`src/rtl/gauss_node_mc_pkg.sv`:
```
// gauss_node_mc_pkg: op codes, lane result record and the single-lane GF(2) pass/swap/add rule.
package gauss_node_mc_pkg;

    typedef enum logic [1:0] {
        OP_PASS = 2'b00,
        OP_SWAP = 2'b01,
        OP_ADD  = 2'b10,
        OP_NOP  = 2'b11
    } op_t;

    typedef struct packed {
        logic r_nxt;
        logic dout;
        op_t  op;
        logic pivot;
    } lane_res_t;

    function automatic lane_res_t lane_step(input logic start, input logic d, input op_t op,
                                            input logic pivot, input logic r);
        lane_res_t s;
        s = '{r_nxt: r, dout: d, op: op, pivot: 1'b1};
        if (start)
            s = '{r_nxt: d, dout: 1'b0, op: OP_SWAP, pivot: pivot | d};
        else if (!pivot && r)
            s = '{r_nxt: r, dout: 1'b0, op: d ? OP_ADD : OP_PASS, pivot: 1'b1};
        else if (!pivot)
            s = '{r_nxt: d, dout: r, op: OP_SWAP, pivot: d};
        else if (op == OP_SWAP)
            s = '{r_nxt: d, dout: r, op: op, pivot: 1'b1};
        else if (op == OP_ADD)
            s.dout = d ^ r;
        return s;
    endfunction

endpackage

```
`src/rtl/gauss_node_mc_if.sv`:
```
// gauss_node_mc_if: one systolic beat (context tag, phase, lane data/ops/pivots) between cells.
interface gauss_node_mc_if #(
    parameter int W   = 8,
    parameter int CHW = 2
);
    logic           valid;
    logic [CHW-1:0] ch;
    logic           start;
    logic [W-1:0]   data;
    logic [2*W-1:0] op;
    logic [W-1:0]   pivot;

    modport master(output valid, ch, start, data, op, pivot);
    modport slave(input valid, ch, start, data, op, pivot);
endinterface

```
`src/rtl/gauss_node_mc_lane.sv`:
```
// gauss_node_mc_lane: combinational next-state and outputs for one bit-sliced lane.
module gauss_node_mc_lane
    import gauss_node_mc_pkg::*;
(
    input  logic       start,
    input  logic       d,
    input  logic [1:0] op_in,
    input  logic       pivot_in,
    input  logic       r,
    output logic       r_nxt,
    output logic       dout,
    output logic [1:0] op_out,
    output logic       pivot_out
);
    lane_res_t s;

    assign s = lane_step(start, d, op_t'(op_in), pivot_in, r);
    assign {r_nxt, dout, op_out, pivot_out} = s;
endmodule

```
`src/rtl/gauss_node_mc.sv`:
```
// gauss_node_mc: multi-context, W-lane GF(2) elimination cell with per-context row counters,
// clear and readback; all beat outputs are registered one cycle after acceptance.
module gauss_node_mc
    import gauss_node_mc_pkg::*;
#(
    parameter int W     = 8,
    parameter int CH    = 4,
    parameter int N     = 16,
    localparam int CHW  = (CH > 1) ? $clog2(CH) : 1,
    localparam int CNTW = $clog2(N + 1)
) (
    input  logic                   clk,
    input  logic                   rst_b,
    input  logic                   en,
    gauss_node_mc_if.slave         up,
    gauss_node_mc_if.master        dn,
    input  logic                   clr_in,
    input  logic [CHW-1:0]         clr_ch,
    input  logic [CHW-1:0]         rd_ch,
    output logic                   done_out,
    output logic [W-1:0]           rd_r
);
    localparam logic [CNTW-1:0] NMAX = CNTW'(N);

    logic [W-1:0]    r_q   [CH];
    logic [CNTW-1:0] cnt_q [CH];
    logic [W-1:0]    r_cur, r_nxt, dout, pvt;
    logic [2*W-1:0]  op;
    logic [CNTW-1:0] cnt_cur, cnt_nxt;
    logic            sat, done;

    assign r_cur   = r_q[up.ch];
    assign cnt_cur = cnt_q[up.ch];
    assign sat     = cnt_cur == NMAX;
    assign cnt_nxt = up.start ? '0 : sat ? cnt_cur : cnt_cur + CNTW'(1);
    assign done    = !up.start && cnt_cur == NMAX - CNTW'(1);

    for (genvar i = 0; i < W; i++) begin : g_lane
        gauss_node_mc_lane u_lane (
            .start    (up.start),
            .d        (up.data[i]),
            .op_in    (up.op[2*i +: 2]),
            .pivot_in (up.pivot[i]),
            .r        (r_cur[i]),
            .r_nxt    (r_nxt[i]),
            .dout     (dout[i]),
            .op_out   (op[2*i +: 2]),
            .pivot_out(pvt[i])
        );
    end

    // A clear on the beat's own context overrides the beat's state write.
    always_ff @(posedge clk or negedge rst_b) begin
        if (!rst_b) begin
            for (int c = 0; c < CH; c++) begin
                r_q[c]   <= '0;
                cnt_q[c] <= '0;
            end
            dn.valid <= 1'b0;
            dn.ch    <= '0;
            dn.start <= 1'b0;
            dn.data  <= '0;
            dn.op    <= '0;
            dn.pivot <= '0;
            done_out <= 1'b0;
            rd_r     <= '0;
        end else if (en) begin
            if (up.valid) begin
                r_q[up.ch]   <= r_nxt;
                cnt_q[up.ch] <= cnt_nxt;
            end
            if (clr_in) begin
                r_q[clr_ch]   <= '0;
                cnt_q[clr_ch] <= '0;
            end
            dn.valid <= up.valid;
            dn.ch    <= up.ch;
            dn.start <= up.start;
            dn.data  <= up.valid ? dout : '0;
            dn.op    <= up.valid ? op : '0;
            dn.pivot <= up.valid ? pvt : '0;
            done_out <= up.valid && done;
            rd_r     <= r_q[rd_ch];
        end
    end
endmodule

```
`src/flat_wrapper.sv`:
```
// flat-port wrapper written by rule: the top's interface ports become plain ports
module gauss_node_mc_flat import gauss_node_mc_pkg::*;
#(
    parameter int W     = 8,
    parameter int CH    = 4,
    parameter int N     = 16,
    localparam int CHW  = (CH > 1) ? $clog2(CH) : 1,
    localparam int CNTW = $clog2(N + 1)
)
  (clk, rst_b, en, clr_in, clr_ch, rd_ch, done_out, rd_r, up_valid, up_ch, up_start, up_data, up_op, up_pivot, dn_valid, dn_ch, dn_start, dn_data, dn_op, dn_pivot);
  gauss_node_mc_if #(.W(W), .CHW(CHW)) up_i ();
  gauss_node_mc_if #(.W(W), .CHW(CHW)) dn_i ();
  input  logic clk;
  input  logic rst_b;
  input  logic en;
  input  logic clr_in;
  input  logic [CHW-1:0] clr_ch;
  input  logic [CHW-1:0] rd_ch;
  output logic done_out;
  output logic [W-1:0] rd_r;
  input wire logic [$bits(up_i.valid)-1:0] up_valid;
  input wire logic [$bits(up_i.ch)-1:0] up_ch;
  input wire logic [$bits(up_i.start)-1:0] up_start;
  input wire logic [$bits(up_i.data)-1:0] up_data;
  input wire logic [$bits(up_i.op)-1:0] up_op;
  input wire logic [$bits(up_i.pivot)-1:0] up_pivot;
  output wire logic [$bits(dn_i.valid)-1:0] dn_valid;
  output wire logic [$bits(dn_i.ch)-1:0] dn_ch;
  output wire logic [$bits(dn_i.start)-1:0] dn_start;
  output wire logic [$bits(dn_i.data)-1:0] dn_data;
  output wire logic [$bits(dn_i.op)-1:0] dn_op;
  output wire logic [$bits(dn_i.pivot)-1:0] dn_pivot;
  assign up_i.valid = up_valid;
  assign up_i.ch = up_ch;
  assign up_i.start = up_start;
  assign up_i.data = up_data;
  assign up_i.op = up_op;
  assign up_i.pivot = up_pivot;
  assign dn_valid = dn_i.valid;
  assign dn_ch = dn_i.ch;
  assign dn_start = dn_i.start;
  assign dn_data = dn_i.data;
  assign dn_op = dn_i.op;
  assign dn_pivot = dn_i.pivot;
  gauss_node_mc #(.W(W), .CH(CH), .N(N)) u_core (.clk(clk), .rst_b(rst_b), .en(en), .up(up_i), .dn(dn_i), .clr_in(clr_in), .clr_ch(clr_ch), .rd_ch(rd_ch), .done_out(done_out), .rd_r(rd_r));
endmodule
```
`config.mk`:
```
export PLATFORM = sky130hd
export DESIGN_NAME = gauss_node_mc_flat
export DESIGN_NICKNAME = d
export VERILOG_FILES = /design/src/rtl/gauss_node_mc_pkg.sv /design/src/rtl/gauss_node_mc_if.sv /design/src/rtl/gauss_node_mc_lane.sv /design/src/rtl/gauss_node_mc.sv /design/src/flat_wrapper.sv
export SDC_FILE = /design/constraint.sdc
export NUM_CORES = 1
export LEC_CHECK = 0
export BUFFER_PORTS_ARGS = -buffer_cell sky130_fd_sc_hd__buf_4
export CAP_MARGIN = 0
export CELL_PAD_IN_SITES_DETAIL_PLACEMENT = 0
export CELL_PAD_IN_SITES_GLOBAL_PLACEMENT = 1
export CORE_MARGIN = 1
export CORE_UTILIZATION = 44
export DETAILED_ROUTE_END_ITERATION = 6
export MAX_ROUTING_LAYER = met4
export PLACE_DENSITY_LB_ADDON = 0.05
export RECOVER_POWER = 25
export SETUP_SLACK_MARGIN = 0.3
export SYNTH_ARGS = -nofsm -noshare
export SYNTH_HDL_FRONTEND = slang
export SYNTH_SLANG_ARGS = --single-unit
export TNS_END_PERCENT = 5
```
`constraint.sdc`:
```
create_clock -name clk -period 2.5 [get_ports clk]
set_input_delay 0 -clock clk [delete_from_list [all_inputs] [get_ports clk]]
set_output_delay 0 -clock clk [all_outputs]
set_load 0.03 [all_outputs]
```
# Word level (Yosys, flattened, before mapping)
# Index checks and enable logic that the tools add are counted.
# op_classes
add_sub_neg	1
n_lt_le_gt_ge	5
n_eq_ne	18
mux	86
bitwise_logic	23
reduce_logical	21
# op_table
op	n
5-bit 2-to-1 mux	30
32-bit 2-to-1 mux	3
8-bit 2-to-1 mux	8
20-bit 2-to-1 mux	3
32-bit bitwise AND	1
8-bit binary-select mux with 2-bit select	2
32-bit bitwise mux	1
8-bit demux with 2-bit select	2
32-bit inverter	1
1-bit 2-to-1 mux	24
20-bit bitwise AND	1
20-bit bitwise mux	1
5-bit demux with 2-bit select	2
20-bit inverter	1
2-bit by 1-bit == test with 1-bit output (second input constant)	8
2-bit == test (second input constant)	8
16-bit 2-to-1 mux	1
2-bit 2-to-1 mux	8
1-bit logical AND	12
5-bit binary-select mux with 2-bit select	1
3-bit >= comparator (second input constant)	3
1-bit zero test	9
2-bit inverter with 3-bit output	3
1-bit bitwise OR	8
other kinds (5)	13
# word_totals
ff_bits	97
input_bits	44
out_inout_bits	45

# Depth between registers and ports, before layout
# Gate-level depths: netlist of the first run.
# logic_depth
depth_word	15
depth_mapped	9
ltp_nobuf	7

# Cells and area by module
# A second synthesis of the first run with hierarchy kept.
# hier_totals
cells_unflattened	587
area_unflattened_um2	5368.9
# by_module_without_submodules
module	n_inst	cells_per_inst	area_each_um2	seq_area_each_um2
gauss_node_mc	1	443	4518.1	2427.3
gauss_node_mc_lane	8	18	106.4	0.0

# Worst setup path after synthesis of the first run
# Ideal clock, no wire load.
# synth_timing
path_type	reg-to-reg
from	register u_core.cnt_q[0] (netlist name)
to	register u_core.cnt_q[19] (netlist name)
setup_ns	0.121
arrival_time_ns	1.773
t_required_ns	2.379
setup_slack_ns	0.606
path_stages_with_launch	7
period_less_slack_ns	1.894
cell_sequence	dfrtp_1 -> mux4_2 -> ha_1 -> and3_1 -> ha_1 -> nand2b_1 -> a22o_1
# synth_between
elab_chain_len	11
word_cells_on_any_way	12
# synth_lines
item	line	source
from (decl)	gauss_node_mc.sv:26	logic [CNTW-1:0] cnt_q [CH];
from (signal, indexed assignment)	gauss_node_mc.sv:70	cnt_q[up.ch] <= cnt_nxt;
5-bit binary-select mux with 2-bit select *	gauss_node_mc.sv:33	assign cnt_cur = cnt_q[up.ch];
5-bit 2-to-1 mux (implied by the code) * (2 in series)	gauss_node_mc.sv:33	
5-bit by 1-bit adder with 5-bit output / 5-bit == test (equally long branches)	gauss_node_mc.sv:35, gauss_node_mc.sv:34	
5-bit 2-to-1 mux * (2 in series)	gauss_node_mc.sv:35	assign cnt_nxt = up.start ? '0 : sat ? cnt_cur : cnt_cur + CNTW'(1);
20-bit bitwise mux *	gauss_node_mc.sv:70	
20-bit 2-to-1 mux *	gauss_node_mc.sv:68	if (up.valid) begin
20-bit 2-to-1 mux *	gauss_node_mc.sv:67	end else if (en) begin
20-bit bitwise AND (no line)	n/a	
20-bit 2-to-1 mux *	gauss_node_mc.sv:72	if (clr_in) begin
# Mark *: on every way between the ends. The rest lies on a longest branch, timed or not. The select of a mux whose other input is x is not followed.
# A chain may end at the register's enable or synchronous reset.

# Worst setup path after layout of the first run
# layout_timing
from	register u_core.r_q[7] (netlist name)
to	register u_core.dn.data[7]
# layout_between
elab_chain_len	10
word_cells_on_any_way	11
# layout_lines
item	line	source
from (decl)	gauss_node_mc.sv:25	logic [W-1:0] r_q [CH];
from (signal, indexed assignment)	gauss_node_mc.sv:69	r_q[up.ch] <= r_nxt;
8-bit binary-select mux with 2-bit select *	gauss_node_mc.sv:32	assign r_cur = r_q[up.ch];
8-bit 2-to-1 mux (implied by the code) * (2 in series)	gauss_node_mc.sv:32	
1-bit bitwise XOR	gauss_node_mc_pkg.sv:31	s.dout = d ^ r;
1-bit 2-to-1 mux	gauss_node_mc_pkg.sv:30	else if (op == OP_ADD)
1-bit 2-to-1 mux	gauss_node_mc_pkg.sv:28	else if (op == OP_SWAP)
5-bit 2-to-1 mux	gauss_node_mc_pkg.sv:26	else if (!pivot)
5-bit 2-to-1 mux *	gauss_node_mc_pkg.sv:24	else if (!pivot && r)
5-bit 2-to-1 mux *	gauss_node_mc_pkg.sv:22	if (start)
8-bit 2-to-1 mux *	gauss_node_mc.sv:79	dn.data <= up.valid ? dout : '0;
to (signal assigned)	gauss_node_mc.sv:79	
to (decl)	gauss_node_mc_if.sv:13	modport master(output valid, ch, start, data, op, pivot);
# Marked as above.

==> results.json, run 1 <==
{
  "path_cells": "mux4_2, a211o_1, o2111ai_1, o2bb2ai_1, dlygate4sd3_1",
  "post-route-min-period_ns": 2.14,
  "first_iter_violations": 324,
  "fmax_ghz": 0.467,
  "netlist_instances": 441,
  "h-tree-depth": 3,
  "wl_per_cell_um": 19.3,
  "grt-ovfl-total": 0,
  "worstHoldPathCells": 3,
  "cp.arrival_ns": 2.37,
  "final_common_cell": "dfrtp_1",
  "gp_congestion": 0.854,
  "drive_gt1_share_pct": 26.8,
  "ys_types": 43,
  "p_per_area_nw_per_um2": 672,
  "tritoncts": "yes",
  "pre_cts_ws_ns": 0.490,
  "cap_violations": 0,
  "final_hold_viol_count": 0,
  "hold_path.class": "input port to flip-flop",
  "synth_top_flop_cell": "dfrtp_1",
  "initial_core_util_pct": 45.7,
  "synth.net_count": 488,
  "ir_worst_vdd_mv": 0.382,
  "dieArea_sq_um": 11800,
  "drc": 0,
  "cts_made_buffers": 9,
  "io_buffer_count": 88,
  "drtPass1Iterations": 5,
  "seq_area_frac_synth_pct": 48.4,
  "drv_slew": 0,
  "start_kind": "flip-flop",
  "routed-wl-met2_um": 6240,
  "die_h_um": 109,
  "worstSkewPairLatency_ns": 0.35,
  "worstSetupEndpointType": "flip-flop",
  "power_mw": 4.19,
  "num_vias": 4047,
  "nets": 591,
  "rsz0062_at_grt": "yes",
  "final_cell_mix": "dfrtp_1 (97), buf_4 (89), a22o_1 (56)",
  "cts_root_buffer": "clkbuf_16",
  "finalCritPeriodShare_pct": 85.6,
  "wl_met1_um": 6100,
  "via_per_inst": 5.87,
  "worstPathRequired_ns": 2.73,
  "synth-seq-cells": 97,
  "outcome": "completed",
  "mappedNetlistArea_sq_um": 5020,
  "rr_worst_depth": 5,
  "synthArstFlopShare_pct": 100,
  "grt_max_degree": 44,
  "num_rows": 38,
  "antenna_found_initial": 0,
  "core-area_sq_um": 11000,
  "cts_max_path_buffers": 2,
  "slew-limit-headroom_pct": 28.1,
  "crit_type": "flip-flop to flip-flop",
  "skew_ns": 0.00670,
  "grt_pass1_wl_um": 21100,
  "postRouteAntennaNets": 0,
  "route.met3.wl_um": 749,
  "syn-mean-instance-area_sq_um": 11.4,
  "max_stage_delay_ns": 0.56,
  "top_layer_used": "met4",
  "synth_warnings": 0,
  "numClockSinks": 97,
  "die_w_um": 109,
  "final_util_pct": 56.8,
  "leakage_nw": 2.95,
  "cts_resized": 0,
  "fin_setup_tns_ns": 0,
  "diodes": 0,
  "track_usage_pct": 25.1,
  "area_growth_pct": 24.2,
  "num_io_pins": 89,
  "grt_pass1_vias": 3946,
  "setup_viol": 0,
  "dp_hpwl_um": 9380,
  "path_clk_slew_ns": 0.07,
  "synth_edf_count": 0,
  "finalWorstSetupSlack_ns": 0.361,
  "slowest_stage": "mux4_2",
  "wirelength_um": 13300,
  "worstMarginPinSlew_ns": 1.08,
  "cp_max_fo": 7
}
[report_power, final]
group	switching [mW]	internal (mW)
logic	0.530	0.429
clock network	0.612	0.776
registers	0.109	1.74
total	1.25	2.94
[flip-flops by register name, indices dropped and copies added, names as in the netlist]
signal / count
u_core.dn.data: 8
u_core.cnt_q: 20
u_core.rd_r: 8
u_core.dn.op: 16
u_core.dn.valid: 1
u_core.dn.start: 1
u_core.r_q: 32
u_core.dn.pivot: 8
u_core.dn.ch: 2
u_core.done_out: 1
[layer usage]
layer / global-route usage [%] / vias to the layer above
met5: - / -
met3: 4.18 / 19
met4: 8.88 / 0
met2: 38.4 / 132
met1: 33.7 / 2007
li1: - / 1889
[Yosys cell counts (3+ instances only)]
master     instances  area share (%)
a21o_1             7             1.0
a21oi_1           30             3.0
a22o_1            56             9.8
a32o_1             4            0.80
and2_1             8             1.0
and3b_1            4            0.70
buf_2              7            0.70
clkbuf_1          16             1.2
dfrtp_1           97              48
ha_1               3            0.75
inv_1             17             1.3
mux2_2            17             3.8
mux2i_1            9             1.8
mux4_2            19             8.5
nand2_1           38             2.8
nand2b_1           8             1.0
nand3_1            7            0.70
nor2_1            16             1.2
nor2b_1            4            0.50
nor3_1             3            0.30
nor3b_1            4            0.60
o2111ai_1          3            0.52
o21ai_0           13             1.3
o22ai_1           12             1.5
o2bb2ai_1         12             2.1
o41ai_1            4            0.70
[final timing paths]
kind,from,end,slack (ns)
worst max-delay path,u_core.r_q[7]$_DFFE_PN0P_,u_core.dn.data[7]$_DFFE_PN0P_,0.36
worst min-delay path,up_pivot[0],u_core.dn.data[0]$_DFFE_PN0P_,0.008
worst max register to register,u_core.r_q[7]$_DFFE_PN0P_,u_core.dn.data[7]$_DFFE_PN0P_,0.36
worst min register to register,u_core.dn.pivot[7]$_DFFE_PN0P_,u_core.dn.pivot[7]$_DFFE_PN0P_,0.48
max in group asynchronous,rst_b,u_core.dn.data[2]$_DFFE_PN0P_,1.28
min in group asynchronous,rst_b,u_core.dn.data[6]$_DFFE_PN0P_,0.38
[cell families (layout without fill, tap and decap cells)]
group                      Yosys count  count (layout)  share of synthesized area, %
AOI/OAI and AO/OA                  150             150                          22.2
and+or+nand+nor                     99              99                          10.1
DFF                                 97              97                          48.4
muxes                               46              46                          14.4
buffers and inverters               44             152                          3.84
adders and majority gates            3               3                         0.748
xor gates and xnor gates             2               2                         0.349
[critical path: cells and delay by family, from the launching register on]
family | cells | cell delay, ns
AO/OA/AOI/OAI | 3 | 0.50
multiplexers | 1 | 0.56
flip-flops | 1 | 0.40
buffers and inverters | 1 | 0.55
[area by class of cell]
class | instances | area, sq um
Fill cell | 964 | 4750
Clock inverter | 7 | 70.1
Clock buffer | 9 | 225
Timing Repair Buffer | 118 | 870
Sequential cell | 97 | 2430
Tap cell | 140 | 175
Multi-Input combinational cell | 300 | 2400
Inverter | 18 | 67.6
[through the flow]
stage                     instance area (sq um)  hold slack [ns]  cells
after floorplan                            5020           -0.296    441
final                                      6230          0.00817    689
after CTS                                  6290          0.00489    688
after detailed placement                   5870           0.0291    660
after global placement                     5870           0.0274    660
after global routing                       6230           0.0196    689
[timing repair]
action	in CTS	in global routing
hold buffers	12	0
endpoints found under the setup margin	0	2
hold endpoints to repair	48	0
buffers inserted	0	1
No activity file was read; power rests on OpenSTA's default activity.
==> run 2, diff against run 1 <==
--- a/config.mk
+++ b/config.mk
@@ -9,11 +9,12 @@
 export CAP_MARGIN = 0
 export CELL_PAD_IN_SITES_DETAIL_PLACEMENT = 0
 export CELL_PAD_IN_SITES_GLOBAL_PLACEMENT = 1
+export CORE_ASPECT_RATIO = 1.1
 export CORE_MARGIN = 1
 export CORE_UTILIZATION = 44
 export DETAILED_ROUTE_END_ITERATION = 6
 export MAX_ROUTING_LAYER = met4
-export PLACE_DENSITY_LB_ADDON = 0.05
+export PLACE_DENSITY = 0.88
 export RECOVER_POWER = 25
 export SETUP_SLACK_MARGIN = 0.3
 export SYNTH_ARGS = -nofsm -noshare
==> results.json, run 2 (synthesized netlist as in run 1, its figures left out) <==
{
  "num_rows": 40,
  "drc": 0,
  "grt_max_degree": 58,
  "finalCritPeriodShare_pct": 85.8,
  "worstMarginPinSlew_ns": 1.45,
  "critPathBufInv": 1,
  "leakage_nw": 2.99,
  "slowest_stage": "dlygate4sd3_1",
  "cts_made_buffers": 9,
  "die_h_um": 114,
  "max_stage_delay_ns": 0.58,
  "gp_congestion": 0.784,
  "postRouteAntennaNets": 0,
  "drive_gt1_share_pct": 27.5,
  "initial_core_util_pct": 45.6,
  "final_hold_viol_count": 0,
  "cp_top_family": "buffers and inverters",
  "wl_per_cell_um": 18.7,
  "num_io_pins": 89,
  "drv_slew": 0,
  "fill_cells": 946,
  "fin_setup_tns_ns": 0,
  "post-route-min-period_ns": 2.14,
  "via_per_inst": 5.84,
  "path_cells": "mux4_2, and2_1, o311ai_1, dlygate4sd3_1, o21ai_1",
  "ir_worst_vdd_mv": 0.354,
  "die_w_um": 104,
  "p_per_area_nw_per_um2": 694,
  "worstSkewPairLatency_ns": 0.34,
  "worstPathRequired_ns": 2.72,
  "worstSetupEndpointType": "flip-flop",
  "path_clk_slew_ns": 0.07,
  "largest_register": "u_core.r_q",
  "wirelength_um": 12900,
  "diodes": 0,
  "area_growth_pct": 25.4,
  "start_kind": "flip-flop",
  "numClockSinks": 97,
  "setup_viol": 0,
  "dieArea_sq_um": 11800,
  "grt_pass1_wl_um": 21300,
  "final_cell_mix": "dfrtp_1 (97), buf_4 (95), a22o_1 (56)",
  "rsz0062_at_grt": "yes",
  "first_iter_violations": 296,
  "cts_max_path_buffers": 2,
  "antenna_found_initial": 0,
  "skew_ns": 0.00714,
  "nets": 588,
  "top_regs": "u_core.r_q x32, u_core.cnt_q x20, u_core.dn.op x16",
  "crit_type": "flip-flop to flip-flop",
  "slew-limit-headroom_pct": 3.29,
  "cp.arrival_ns": 2.36,
  "final_common_cell": "dfrtp_1",
  "io_buffer_count": 88,
  "tritoncts": "yes",
  "largest_register_ffs": 32,
  "hold_path.class": "input port to flip-flop",
  "grt-ovfl-total": 0,
  "core-area_sq_um": 11000,
  "regArea_sq_um": 2430,
  "grt_pass1_vias": 4003,
  "h-tree-depth": 3,
  "fmax_ghz": 0.466,
  "cts_root_buffer": "clkbuf_16",
  "track_usage_pct": 23.8,
  "multiInputGateArea_sq_um": 2400,
  "cp_max_fo": 7,
  "cap_violations": 0,
  "num_vias": 4042,
  "drtPass1Iterations": 4,
  "whs_ns": 0.00604,
  "outcome": "completed",
  "dp_hpwl_um": 8900
}
[run 2: timing repair]
item | CTS | global route
gates resized for setup | 0 | 1
hold endpoints to repair | 64 | 0
endpoints found under the setup margin | 0 | 3
buffers inserted | 0 | 0
hold buffers | 13 | 0
[run 2: area by class of cell]
type / count / area share (%)
Clock inverter: 3 / 1.43
Clock buffer: 12 / 3.76
Multi-Input combinational cell: 300 / 38.2
Sequential cell: 97 / 38.6
Inverter: 18 / 1.07
Tap cell: 147 / 2.92
Timing Repair Buffer: 115 / 14.1
[run 2: per-layer routing]
metal  vias up  share of wire (%)  GRT usage (%)
met5         -                  0              -
met4         0               0.72           6.86
met3        10                4.9           4.06
met2       119                 48           36.5
met1      2037                 46           32.7
li1       1876                  -              -
[run 2: power by group]
part | internal, mW | switching, mW | total (mW) | leakage [nW]
Clock | 0.974 | 0.577 | 1.55 | 0.157
Combinational | 0.438 | 0.524 | 0.962 | 1.54
Sequential | 1.74 | 0.117 | 1.85 | 1.29
Total | 3.15 | 1.22 | 4.37 | 2.99
[run 2: tightest hold or removal path, stage by stage]
cell,delay (ns)
buf_4,0.12
inv_1,0.10
o41ai_1,0.09
[run 2: final timing paths]
check / startpoint / end / slack, ns / cells after the start
min in group asynchronous: rst_b / u_core.dn.op[3]$_DFFE_PN0P_ / 0.54 / 2
worst max-delay path: u_core.r_q[5]$_DFFE_PN0P_ / u_core.dn.pivot[5]$_DFFE_PN0P_ / 0.36 / 5
max in group asynchronous: rst_b / u_core.dn.ch[1]$_DFFE_PN0P_ / 1.07 / 3
worst max register to register: u_core.r_q[5]$_DFFE_PN0P_ / u_core.dn.pivot[5]$_DFFE_PN0P_ / 0.36 / 5
worst min register to register: u_core.dn.pivot[3]$_DFFE_PN0P_ / u_core.dn.pivot[3]$_DFFE_PN0P_ / 0.48 / 1
worst min-delay path: up_pivot[3] / u_core.dn.data[3]$_DFFE_PN0P_ / 0.006 / 3
[run 2: metrics by stage]
step | utilization (%) | total power, mW | area (sq um) | std cells | setup slack (ns)
final | 57.2 | 4.37 | 6290 | 692 | 0.356
after global routing | 57.2 | 4.57 | 6290 | 692 | 0.260
after floorplan | - | 2.46 | 5020 | 441 | 0.606
after detailed placement | 53.2 | 2.83 | 5860 | 664 | 0.390
after global placement | 53.2 | 2.79 | 5860 | 664 | 0.466
after CTS | 57.3 | 4.39 | 6310 | 692 | 0.390
==> run 3, diff against run 2 <==
==> constraint.sdc (replaced) <==
create_clock -name clk -period 2.28 [get_ports clk]
set_input_delay 0 -clock clk [delete_from_list [all_inputs] [get_ports clk]]
set_output_delay 0 -clock clk [all_outputs]
set_load 0.03 [all_outputs]
==> results.json, run 3 (synthesized netlist as in run 1, its figures left out) <==
{
  "p_int_mw": 3.45,
  "num_vias": 4163,
  "num_rows": 40,
  "worstSkewPairLatency_ns": 0.35,
  "drive_gt1_share_pct": 26.6,
  "num_io_pins": 89,
  "postRouteAntennaNets": 0,
  "via_per_inst": 5.95,
  "path_clk_slew_ns": 0.07,
  "hold_start": "up_data[3]",
  "cts_max_path_buffers": 2,
  "power_mw": 4.82,
  "initial_core_util_pct": 45.6,
  "fmax_ghz": 0.499,
  "fin_setup_tns_ns": 0,
  "largest_register_ffs": 32,
  "leakage_nw": 2.96,
  "first_iter_violations": 299,
  "r2r_start": "u_core.cnt_q[1]$_DFFE_PN0P_",
  "nets": 595,
  "cts_made_buffers": 9,
  "antenna_found_initial": 0,
  "drc": 0,
  "final_hold_viol_count": 0,
  "startpoint": "u_core.cnt_q[1]$_DFFE_PN0P_",
  "grt_pass1_vias": 4146,
  "track_usage_pct": 24.3,
  "io_buffer_count": 88,
  "outcome": "completed",
  "worstSetupEndpointType": "flip-flop",
  "grt-ovfl-total": 0,
  "setup_viol": 0,
  "switchingPower_mw": 1.38,
  "p_per_area_nw_per_um2": 765,
  "ir_worst_vdd_mv": 0.401,
  "drtPass1Iterations": 4,
  "diodes": 0,
  "p_clk_share_pct": 36.0,
  "die_h_um": 114,
  "numClockSinks": 97,
  "stdcell_count": 700,
  "top_regs": "u_core.r_q x32, u_core.cnt_q x20, u_core.dn.op x16",
  "area_growth_pct": 25.5,
  "cts_root_buffer": "clkbuf_16",
  "drv_slew": 0,
  "skew_ns": 0.0100,
  "cp_max_fo": 4,
  "gp_congestion": 0.785,
  "final_cell_mix": "dfrtp_1 (97), buf_4 (88), a22o_1 (56)",
  "pwr-share-comb_pct": 21.8,
  "die_w_um": 104,
  "core-area_sq_um": 11000,
  "slew-limit-headroom_pct": 2.04,
  "cap_violations": 0,
  "finalCritPeriodShare_pct": 87.9,
  "start_kind": "flip-flop",
  "tritoncts": "yes",
  "h-tree-depth": 3,
  "pwr-share-seq_pct": 42.1,
  "wl_per_cell_um": 18.9,
  "final_common_cell": "dfrtp_1",
  "hold_path.class": "input port to flip-flop",
  "rsz0062_at_grt": "yes",
  "swShare_pct": 28.5,
  "dieArea_sq_um": 11800,
  "worstMarginPinSlew_ns": 1.47,
  "crit_type": "flip-flop to flip-flop",
  "cp.arrival_ns": 2.24,
  "wirelength_um": 13200,
  "dp_hpwl_um": 8970,
  "place_inst": 669,
  "fill_cells": 956,
  "post-route-min-period_ns": 2.00,
  "largest_register": "u_core.r_q",
  "grt_pass1_wl_um": 21700,
  "final_util_pct": 57.2,
  "worstPathRequired_ns": 2.51,
  "grt_max_degree": 60
}
run 3: cell count changes in the layout (fill, tap and decap cells not counted), sizes merged:
cell    before  now
inv         17   18
clkinv       1    4
buf         96   88
clkbuf      18   30
run 3: what timing repair did:
item | 4_1_cts | 5_1_grt
buffers inserted | 1 | 1
resized for setup | 1 | 1
endpoints found under the hold margin | 65 | 0
endpoints found under the setup margin | 3 | 9
hold buffers | 13 | 0
pin swaps | 0 | 1
run 3: layout make-up:
class | instances | area, sq um | area share, %
tap | 147 | 184 | 2.92
clock inverter | 7 | 118 | 1.87
sequential | 97 | 2430 | 38.5
multi-input combinational | 300 | 2410 | 38.2
timing repair buffer | 122 | 871 | 13.8
inverter | 18 | 67.6 | 1.07
clock buffer | 9 | 225 | 3.57
run 3: power by group through the flow:
stage | Sequential (mW) | Combinational [mW] | Clock, mW
finish | 2.03 | 1.05 | 1.74
global route | 2.05 | 1.14 | 1.85
CTS | 2.03 | 1.08 | 1.77
detailed placement | 2.06 | 1.05 | 0
global placement | 2.05 | 1.02 | 0
floorplan | 2.17 | 0.526 | 0
run 3: stage by stage:
| step | instance area [sq um] | hold WS (ns) | worst slack, ns |
|---|---|---|---|
| finish | 6300 | 0.00699 | 0.275 |
| global route | 6300 | 0.0329 | 0.176 |
| CTS | 6360 | 0.000188 | 0.297 |
| detailed placement | 5880 | 0.114 | 0.287 |
| global placement | 5880 | 0.0937 | 0.353 |
| floorplan | 5020 | -0.296 | 0.386 |
run 3: path summary, 6_finish.rpt:
check	end	slack, ns	cells after the start
setup reg to reg	u_core.cnt_q[7]$_DFFE_PN0P_	0.28	8
min in group asynchronous	u_core.dn.op[3]$_DFFE_PN0P_	0.53	2
max in group asynchronous	u_core.r_q[15]$_DFFE_PN0P_	0.73	3
hold reg to reg	u_core.dn.pivot[1]$_DFFE_PN0P_	0.48	1
setup / recovery	u_core.cnt_q[7]$_DFFE_PN0P_	0.28	8
hold / removal	u_core.dn.data[3]$_DFFE_PN0P_	0.007	3
run 3: routing by layer:
| metal | wire length (um) | track usage [%] | part of all wire, % | up-vias |
|---|---|---|---|---|
| met5 | 0 | - | 0 | - |
| li1 | - | - | - | 1900 |
| met3 | 696 | 3.31 | 5.3 | 22 |
| met4 | 252 | 10.0 | 1.9 | 0 |
| met1 | 6030 | 32.2 | 46 | 2091 |
| met2 | 6240 | 37.8 | 47 | 150 |
run 3: worst max-delay path, cell delays in order, from the launching register on:
cell      delay, ns
dfrtp_1        0.38
mux4_2         0.52
inv_1          0.08
ha_1           0.16
nand4b_1       0.16
buf_4          0.18
nand3_1        0.09
mux2i_2        0.10
a22o_1         0.22
